==> src/rtl/ring_freq_meter.sv <==
// ring_freq_meter: counts rising edges of an asynchronous ring-oscillator tap
// over a gate window of GATE_CYCLES clocks into a saturating 000..999 BCD
// counter and publishes the three digits in the 5-bit grey digit code.
// Optional build macro RING_FREQ_OVF_BLANK_EN: when defined, a saturated
// window shows the decimal-point code on all digits instead of 999.
module ring_freq_meter #(
  parameter int GATE_CYCLES = 20000,
  parameter int SYNC_STAGES = 2
) (
  input  logic       i_clk,
  input  logic       i_rst,
  input  logic       i_ring,
  input  logic       i_en,
  output logic [4:0] o_100,
  output logic [4:0] o_010,
  output logic [4:0] o_001,
  output logic       o_valid,
  output logic       o_ovf
);

  localparam int GW = (GATE_CYCLES > 1) ? $clog2(GATE_CYCLES) : 1;
  localparam logic [GW-1:0] GATE_LAST = GW'(GATE_CYCLES - 1);
  localparam logic [4:0] CODE_ZERO  = 5'b10001;
  localparam logic [4:0] CODE_BLANK = 5'b10101;

  typedef enum logic [1:0] {IDLE, COUNT, LATCH} state_t;

  state_t state_q, state_d;

  logic [SYNC_STAGES-1:0] sync_q;
  logic                   hist_q;
  logic                   edge_p;

  logic [3:0]    d100_q, d100_d, d010_q, d010_d, d001_q, d001_d;
  logic          ovf_q, ovf_d;
  logic [GW-1:0] gate_q, gate_d;

  logic [4:0] out100_q, out100_d, out010_q, out010_d, out001_q, out001_d;
  logic       valid_q, valid_d;
  logic       ovf_out_q, ovf_out_d;

  // BCD digit to grey digit code; non-BCD values cannot occur
  function automatic logic [4:0] grey_enc(input logic [3:0] bcd);
    case (bcd)
      4'd0:    grey_enc = 5'b10001;
      4'd1:    grey_enc = 5'b00001;
      4'd2:    grey_enc = 5'b00011;
      4'd3:    grey_enc = 5'b00010;
      4'd4:    grey_enc = 5'b00110;
      4'd5:    grey_enc = 5'b00100;
      4'd6:    grey_enc = 5'b01100;
      4'd7:    grey_enc = 5'b01000;
      4'd8:    grey_enc = 5'b11000;
      4'd9:    grey_enc = 5'b10000;
      default: grey_enc = 5'b10001;
    endcase
  endfunction

  // Synchronizer chain plus one history flop for rising-edge detection
  always_ff @(posedge i_clk or posedge i_rst) begin
    if (i_rst) begin
      sync_q <= '0;
      hist_q <= 1'b0;
    end else begin
      sync_q <= {sync_q[SYNC_STAGES-2:0], i_ring};
      hist_q <= sync_q[SYNC_STAGES-1];
    end
  end

  assign edge_p = sync_q[SYNC_STAGES-1] & ~hist_q;

  // Next-state logic: gate sequencing, BCD counting and output loading
  always_comb begin
    state_d   = state_q;
    d100_d    = d100_q;
    d010_d    = d010_q;
    d001_d    = d001_q;
    ovf_d     = ovf_q;
    gate_d    = gate_q;
    out100_d  = out100_q;
    out010_d  = out010_q;
    out001_d  = out001_q;
    valid_d   = 1'b0;
    ovf_out_d = ovf_out_q;

    case (state_q)
      IDLE: begin
        d100_d = 4'd0;
        d010_d = 4'd0;
        d001_d = 4'd0;
        ovf_d  = 1'b0;
        gate_d = '0;
        if (i_en) state_d = COUNT;
      end

      COUNT: begin
        if (!i_en) begin
          // Abandon the partial window; published outputs stay as they are
          state_d = IDLE;
          d100_d  = 4'd0;
          d010_d  = 4'd0;
          d001_d  = 4'd0;
          ovf_d   = 1'b0;
          gate_d  = '0;
        end else begin
          if (edge_p) begin
            if (d100_q == 4'd9 && d010_q == 4'd9 && d001_q == 4'd9) begin
              ovf_d = 1'b1;
            end else if (d001_q != 4'd9) begin
              d001_d = d001_q + 4'd1;
            end else begin
              d001_d = 4'd0;
              if (d010_q != 4'd9) begin
                d010_d = d010_q + 4'd1;
              end else begin
                d010_d = 4'd0;
                d100_d = d100_q + 4'd1;
              end
            end
          end
          if (gate_q == GATE_LAST) begin
            state_d = LATCH;
            gate_d  = '0;
          end else begin
            gate_d = gate_q + GW'(1);
          end
        end
      end

      LATCH: begin
        // Publish the finished window; edges arriving now are dropped
`ifdef RING_FREQ_OVF_BLANK_EN
        if (ovf_q) begin
          out100_d = CODE_BLANK;
          out010_d = CODE_BLANK;
          out001_d = CODE_BLANK;
        end else begin
          out100_d = grey_enc(d100_q);
          out010_d = grey_enc(d010_q);
          out001_d = grey_enc(d001_q);
        end
`else
        out100_d = grey_enc(d100_q);
        out010_d = grey_enc(d010_q);
        out001_d = grey_enc(d001_q);
`endif
        ovf_out_d = ovf_q;
        valid_d   = 1'b1;
        d100_d    = 4'd0;
        d010_d    = 4'd0;
        d001_d    = 4'd0;
        ovf_d     = 1'b0;
        gate_d    = '0;
        state_d   = i_en ? COUNT : IDLE;
      end

      default: state_d = IDLE;
    endcase
  end

  // State, counter and output registers
  always_ff @(posedge i_clk or posedge i_rst) begin
    if (i_rst) begin
      state_q   <= IDLE;
      d100_q    <= 4'd0;
      d010_q    <= 4'd0;
      d001_q    <= 4'd0;
      ovf_q     <= 1'b0;
      gate_q    <= '0;
      out100_q  <= CODE_ZERO;
      out010_q  <= CODE_ZERO;
      out001_q  <= CODE_ZERO;
      valid_q   <= 1'b0;
      ovf_out_q <= 1'b0;
    end else begin
      state_q   <= state_d;
      d100_q    <= d100_d;
      d010_q    <= d010_d;
      d001_q    <= d001_d;
      ovf_q     <= ovf_d;
      gate_q    <= gate_d;
      out100_q  <= out100_d;
      out010_q  <= out010_d;
      out001_q  <= out001_d;
      valid_q   <= valid_d;
      ovf_out_q <= ovf_out_d;
    end
  end

  assign o_100   = out100_q;
  assign o_010   = out010_q;
  assign o_001   = out001_q;
  assign o_valid = valid_q;
  assign o_ovf   = ovf_out_q;

endmodule

==> config.mk <==
export PLATFORM = sky130hd
export DESIGN_NAME = ring_freq_meter
export DESIGN_NICKNAME = d
export VERILOG_FILES = /design/src/rtl/ring_freq_meter.sv
export SDC_FILE = /design/constraint.sdc
export NUM_CORES = 1
export LEC_CHECK = 0
export ABC_AREA = 1
export CORE_UTILIZATION = 50
export CTS_BUF_LIST = sky130_fd_sc_hd__clkbuf_16
export DETAILED_ROUTE_END_ITERATION = 10
export DONT_BUFFER_PORTS = 1
export GPL_ROUTABILITY_DRIVEN = 0
export HOLD_SLACK_MARGIN = 0.02
export PLACE_DENSITY_LB_ADDON = 0.25
export SLEW_MARGIN = 10
export SYNTH_ARGS = -nofsm -noshare
export SYNTH_HDL_FRONTEND = slang
export SYNTH_SLANG_ARGS = --single-unit
==> constraint.sdc <==
create_clock -name i_clk -period 2.2 [get_ports i_clk]
set_input_delay 0.33 -clock i_clk [delete_from_list [all_inputs] [get_ports i_clk]]
set_output_delay 0.33 -clock i_clk [all_outputs]
set_load 0.005 [all_outputs]
==> results.toml, run 1 <==
[detailed_routing]
wl_met2_um = 2730
postRouteAntennaNets = 0
wl_met1_um = 2640
vias_per_cell = 5.36
dr.pass1.iters = 7
routed.top_layer = "met4"
drt_iter0_markers = 188
routed_wl_um = 5650
wl_per_cell_um = 13.5
met3_length_um = 184
num_vias = 2250
drc_errors = 0

[worst_setup_path]
r2r_setup_slack_ns = 0.37
worstSetupStartpointType = "flop"
cp_cell_sequence = "nand2_1 -> inv_1 -> a21oi_4 -> nand3_4 -> nor2_4 -> nand2_1 -> nand2_1"
rr_worst_depth = 7
arrival_ns = 2.07
cp_max_fo = 13
r2r_start = "state_q[0]"
cpMostUsedCell = "nand2_1"
cp-end-kind = "flop"
worst-setup-path-type = "flop to flop"
cp_slowest_cell = "dfrtp_1"
cp-startpoint = "state_q[0]"
r2r-end = "d100_q[3]"
crit_end = "d100_q[3]"
slowest_delay_ns = 0.47
required_ns = 2.44

[sta]
hold_violations = 0
rsz0062_at_grt = "no"
relSlewSlack_pct = 46.7
worst_slew_pin_slew_ns = 0.799
tns_ns = 0
fin_crit_ns = 1.83
fmax_ghz = 0.545
skew_ns = 0.00813
setup_viol = 0
slew_violations = 0
period_share_pct = 83.3

[pwr]
cellLeakagePower_uw = 0.00132
ir_drop_mv = 0.405
p_total_uw = 2040
p_per_area_nw_per_um2 = 679

[clocking]
cts-root-buf = "clkbuf_16"
cts_max_path_buffers = 2
cts_tree = "yes"
clk_pin_slew_ns = 0.07
post_cts_resized = 0
ctsHoldBuffers = 0
clkLatencyLatePin_ns = 0.29
post_cts_buffers = 0
cts.sinks = 50
h-tree-depth = 2
numCtsBuffers = 5

[place]
post_dp_cell_area_um2 = 2840
hpwl_um = 4090
io_buffers = 0

[synthesis]
synth_top_family_by_area = "simple AND/OR/NAND/NOR gates"
synth_cell_types = 34
synth-warning-count = 0
synthCells = 346
synthAdderAreaFrac_pct = 4.52
synthSimpleGateAreaFrac_pct = 29.9
synth_compound_area_share_pct = 11.2
syn_area_per_cell_um2 = 8.01
synth_nets = 360
synth_mux_area_share_pct = 0
synth_seq_cells = 50
seq_area_frac_synth_pct = 45.4
synth_area_um2 = 2770
synthXorXnorAreaFrac_pct = 1.90

[final_layout]
antenna_cells = 0
drive_above_1_share_pct = 10.3
stdcell_area_um2 = 3000
area_delta_synth_final_pct = 8.45
layout_commonest_cell = "nand2_1"
layout_common_cells = "90 x nand2_1, 44 x dfrtp_1, 40 x nor2_1"
nNetsFinal = 363

[floorplan]
io_pins = 21
start_util_pct = 53.2
core_area_um2 = 5200
die-area_um2 = 5840
rows = 26
die_w_um = 76.4
die_h_um = 76.4

[global_route]
globalRouteTotalUtil_pct = 21.7
first_global_vias = 2252
antenna_found_initial = 0
grt_overflow = 0
grt_max_degree = 40
grt_pass1_wl_um = 10200

[job]
maxCapViolCount = 0

[worst_hold_path]
min_path_type = "input port to async pin"

[outcome]
outcome = "completed"
==> kinds of logic after synthesis <==
kind of cell | count (synthesis)
AOI/OAI and AO/OA | 51
xor gates and xnor gates | 6
adders and majority gates | 10
buffers and inverters | 47
DFF | 50
and+or+nand+nor | 182
==> through the flow <==
stage / worst slack, ns / hold WS (ns) / std cells / util, %
6_report: 0.367 / 0.0636 / 420 / 57.7
3_3_place_gp: 0.478 / 0.332 / 412 / 54.5
5_1_grt: 0.158 / 0.0543 / 420 / 57.7
2_1_floorplan: 0.679 / 0.331 / 346 / -
3_5_place_dp: 0.388 / 0.336 / 412 / 54.5
4_1_cts: 0.363 / 0.0578 / 420 / 57.7
==> critical path, delay by kind of cell (launching register included) <==
kind / cells / cell delay [ns]
buffers and inverters: 1 / 0.30
AO/OA/AOI/OAI: 1 / 0.26
flip-flops: 1 / 0.47
AND/OR/NAND/NOR: 5 / 0.75
==> cell usage after synthesis (all sizes together) <==
cell type	n	share of area (%)
ha	10	4.5
o22ai	1	0.23
nand3b	1	0.27
a31oi	1	0.23
o41ai	1	0.59
o211ai	2	0.54
nor3b	1	0.27
dfrtp	44	40
xor2	6	1.9
a22o	5	1.6
buf	6	1.3
a21oi	12	2.6
nor2	46	7.5
a211oi	1	0.27
o21ai	26	4.7
dfstp	6	5.7
inv	41	5.7
nor3	6	1.1
nand4	9	2.0
o21bai	1	0.27
nand2	92	13
o31ai	1	0.27
nand3	27	5.9
==> layout make-up <==
cell class	instances	area [um2]
inverter	41	159
tap	70	87.6
multi-input combinational	249	1320
timing repair buffer	2	15.0
sequential	50	1260
clock buffer	5	125
clock inverter	3	42.5
fill	482	2200
==> how the worst min path moves through the flow <==
| stage | end | slack (ns) | cells past startpoint | start |
|---|---|---|---|---|
| 2_1_floorplan | sync_q[1] | 0.33 | 0 | sync_q[0] |
| 3_3_place_gp | sync_q[1] | 0.33 | 0 | sync_q[0] |
| 3_5_place_dp | sync_q[1] | 0.34 | 0 | sync_q[0] |
| 4_1_cts | sync_q[0] | 0.06 | 0 | i_ring |
| 5_1_grt | sync_q[0] | 0.05 | 0 | i_ring |
| 6_report | o_010[1] | 0.06 | 1 | i_rst |
==> registers in the layout (all words and copies together), names as in the netlist <==
signal,flops
o_ovf,1
o_010,5
gate_q,15
state_q,2
d001_q,4
d010_q,4
ovf_q,1
o_100,5
d100_q,4
o_valid,1
o_001,5
sync_q,2
hist_q,1
==> where the power goes <==
group | internal, uW | leakage [uW] | switching, uW
combinational | 52.7 | 0.000571 | 125
sequential | 946 | 0.000663 | 34.8
clock | 537 | 0.0000818 | 344
total | 1540 | 0.00132 | 504
==> per-layer routing <==
metal  global-route usage, %  vias to the layer above
met4                    7.31                        0
met5                       0                        -
met2                    36.8                       44
met3                    4.55                        8
met1                    27.6                     1064
li1                        -                     1134
Note: power is estimated with default switching activity, not from simulation.
==> run 2, diff against run 1 <==
- clock period: 2.2 -> 1.7 ns (I/O delays scaled with it)
==> run 2 against run 1 <==
- sequential power rose by 29%
- die area is the same
- total power grew 30%
- critical endpoint is now d100_q[2]
- largest cell class unchanged
==> results.toml, run 2 (synthesized netlist as in run 1, its figures left out) <==
[clocking]
clkLatencyLatePin_ns = 0.29
numCtsBuffers = 5
post_cts_resized = 0
h-tree-depth = 2
cts.sinks = 50
clk_pin_slew_ns = 0.07
cts_max_path_buffers = 2
cts_tree = "yes"
cts-root-buf = "clkbuf_16"

[worst_setup_path]
cpMostUsedCell = "nand2_1"
worstSetupStartpointType = "flop"
cp_cell_sequence = "inv_1 -> ha_1 -> nand3_1 -> nor2_1 -> nand3_2 -> nand3_4 -> nor2_4 -> nand2_1 -> nand2_1"
crit_family = "simple AND/OR/NAND/NOR gates"
cp_max_fo = 9
required_ns = 1.87
r2r_setup_slack_ns = 0.18
cp_slowest_cell = "dfrtp_1"
worst-setup-path-type = "flop to flop"
cp-end-kind = "flop"
critPathBufInv = 1
arrival_ns = 1.69
slowest_delay_ns = 0.44

[detailed_routing]
postRouteAntennaNets = 0
dr.pass1.iters = 4
num_vias = 2271
routed_wl_um = 5640
vias_per_cell = 5.33
wl_per_cell_um = 13.2
drt_iter0_markers = 154
drc_errors = 0

[floorplan]
io_pins = 21
die_w_um = 76.4
rows = 26
start_util_pct = 53.2
core_area_um2 = 5200
die_h_um = 76.4
die-area_um2 = 5840

[global_route]
antenna_found_initial = 0
grt_overflow = 0
grt_pass1_wl_um = 10100
first_global_vias = 2277
grt_max_degree = 31
globalRouteTotalUtil_pct = 21.6

[place]
io_buffers = 0
dp_slack_ns = 0.196
hpwl_um = 4160

[final_layout]
fillCellCount = 454
layout_common_cells = "90 x nand2_1, 44 x dfrtp_1, 40 x nor2_1"
multi_input_area_um2 = 1320
layout_commonest_cell = "nand2_1"
antenna_cells = 0
largest_register = "gate_q"
nNetsFinal = 369
regArea_um2 = 1260
drive_above_1_share_pct = 11.5
area_delta_synth_final_pct = 10.3
largest_reg_flops = 15

[sta]
whs_ns = 0.147
fin_crit_ns = 1.52
rsz0062_at_grt = "no"
setup_ws_ns = 0.179
hold_violations = 0
period_share_pct = 89.4
skew_ns = 0.00489
worst_slew_pin_slew_ns = 0.387
fmax_ghz = 0.658
slew_violations = 0
tns_ns = 0
setup_viol = 0
relSlewSlack_pct = 74.2

[outcome]
outcome = "completed"

[pwr]
ir_drop_mv = 0.511
cellLeakagePower_uw = 0.00134
p_per_area_nw_per_um2 = 865

[job]
maxCapViolCount = 0

[worst_hold_path]
min_path_type = "input port to flop"
==> run 2: cell types whose count changed in the layout (fill, tap and decap cells not counted), sizes merged <==
cell         change
dlygate4sd3      +2
clkinvlp         +2
inv              -1
clkinv           -1
buf              +4
==> run 2: final cells by class <==
cell class,instances,area share [%]
clock buffer,5,4.09
timing repair buffer,8,2.13
tap,70,2.87
multi-input combinational,249,43.1
clock inverter,3,1.47
sequential,50,41.2
inverter,41,5.20
==> run 2: path summary, 6_finish.rpt <==
path	start	cells past startpoint	end
hold reg to reg	sync_q[0]	0	sync_q[1]
setup reg to reg	d100_q[1]	9	d100_q[2]
min in group asynchronous	i_rst	3	o_010[3]
max in group asynchronous	i_rst	3	o_001[0]
setup / recovery	d100_q[1]	9	d100_q[2]
hold / removal	i_en	2	gate_q[7]
==> run 2: stage by stage <==
stage                     instances  cell area (um2)  power [uW]  utilization [%]
after floorplan                 346             2770        1460                -
after global placement          416             2870        1520             55.1
after detailed placement        416             2870        1530             55.1
after CTS                       426             3060        2670             58.7
after global routing            426             3060        2750             58.7
final                           426             3060        2640             58.7
==> run 2: repair_timing <==
item,CTS,global route
buffers inserted,0,0
hold buffers,2,0
hold endpoints to repair,45,0
endpoints found under the setup margin,0,0
==> run 2: layer usage <==
metal / share of wire, % / up-vias / wire, um / global-route usage, %
met4: 1.5 / 0 / 85 / 8.46
met3: 3.4 / 6 / 192 / 4.79
met1: 46 / 1073 / 2570 / 25.9
met5: 0 / - / 0 / 0
met2: 49 / 43 / 2790 / 37.4
li1: - / 1149 / - / -
==> run 2: report_power, final <==
group,internal [uW],switching [uW]
Clock,694,437
Sequential,1220,44.9
Combinational,74.7,169
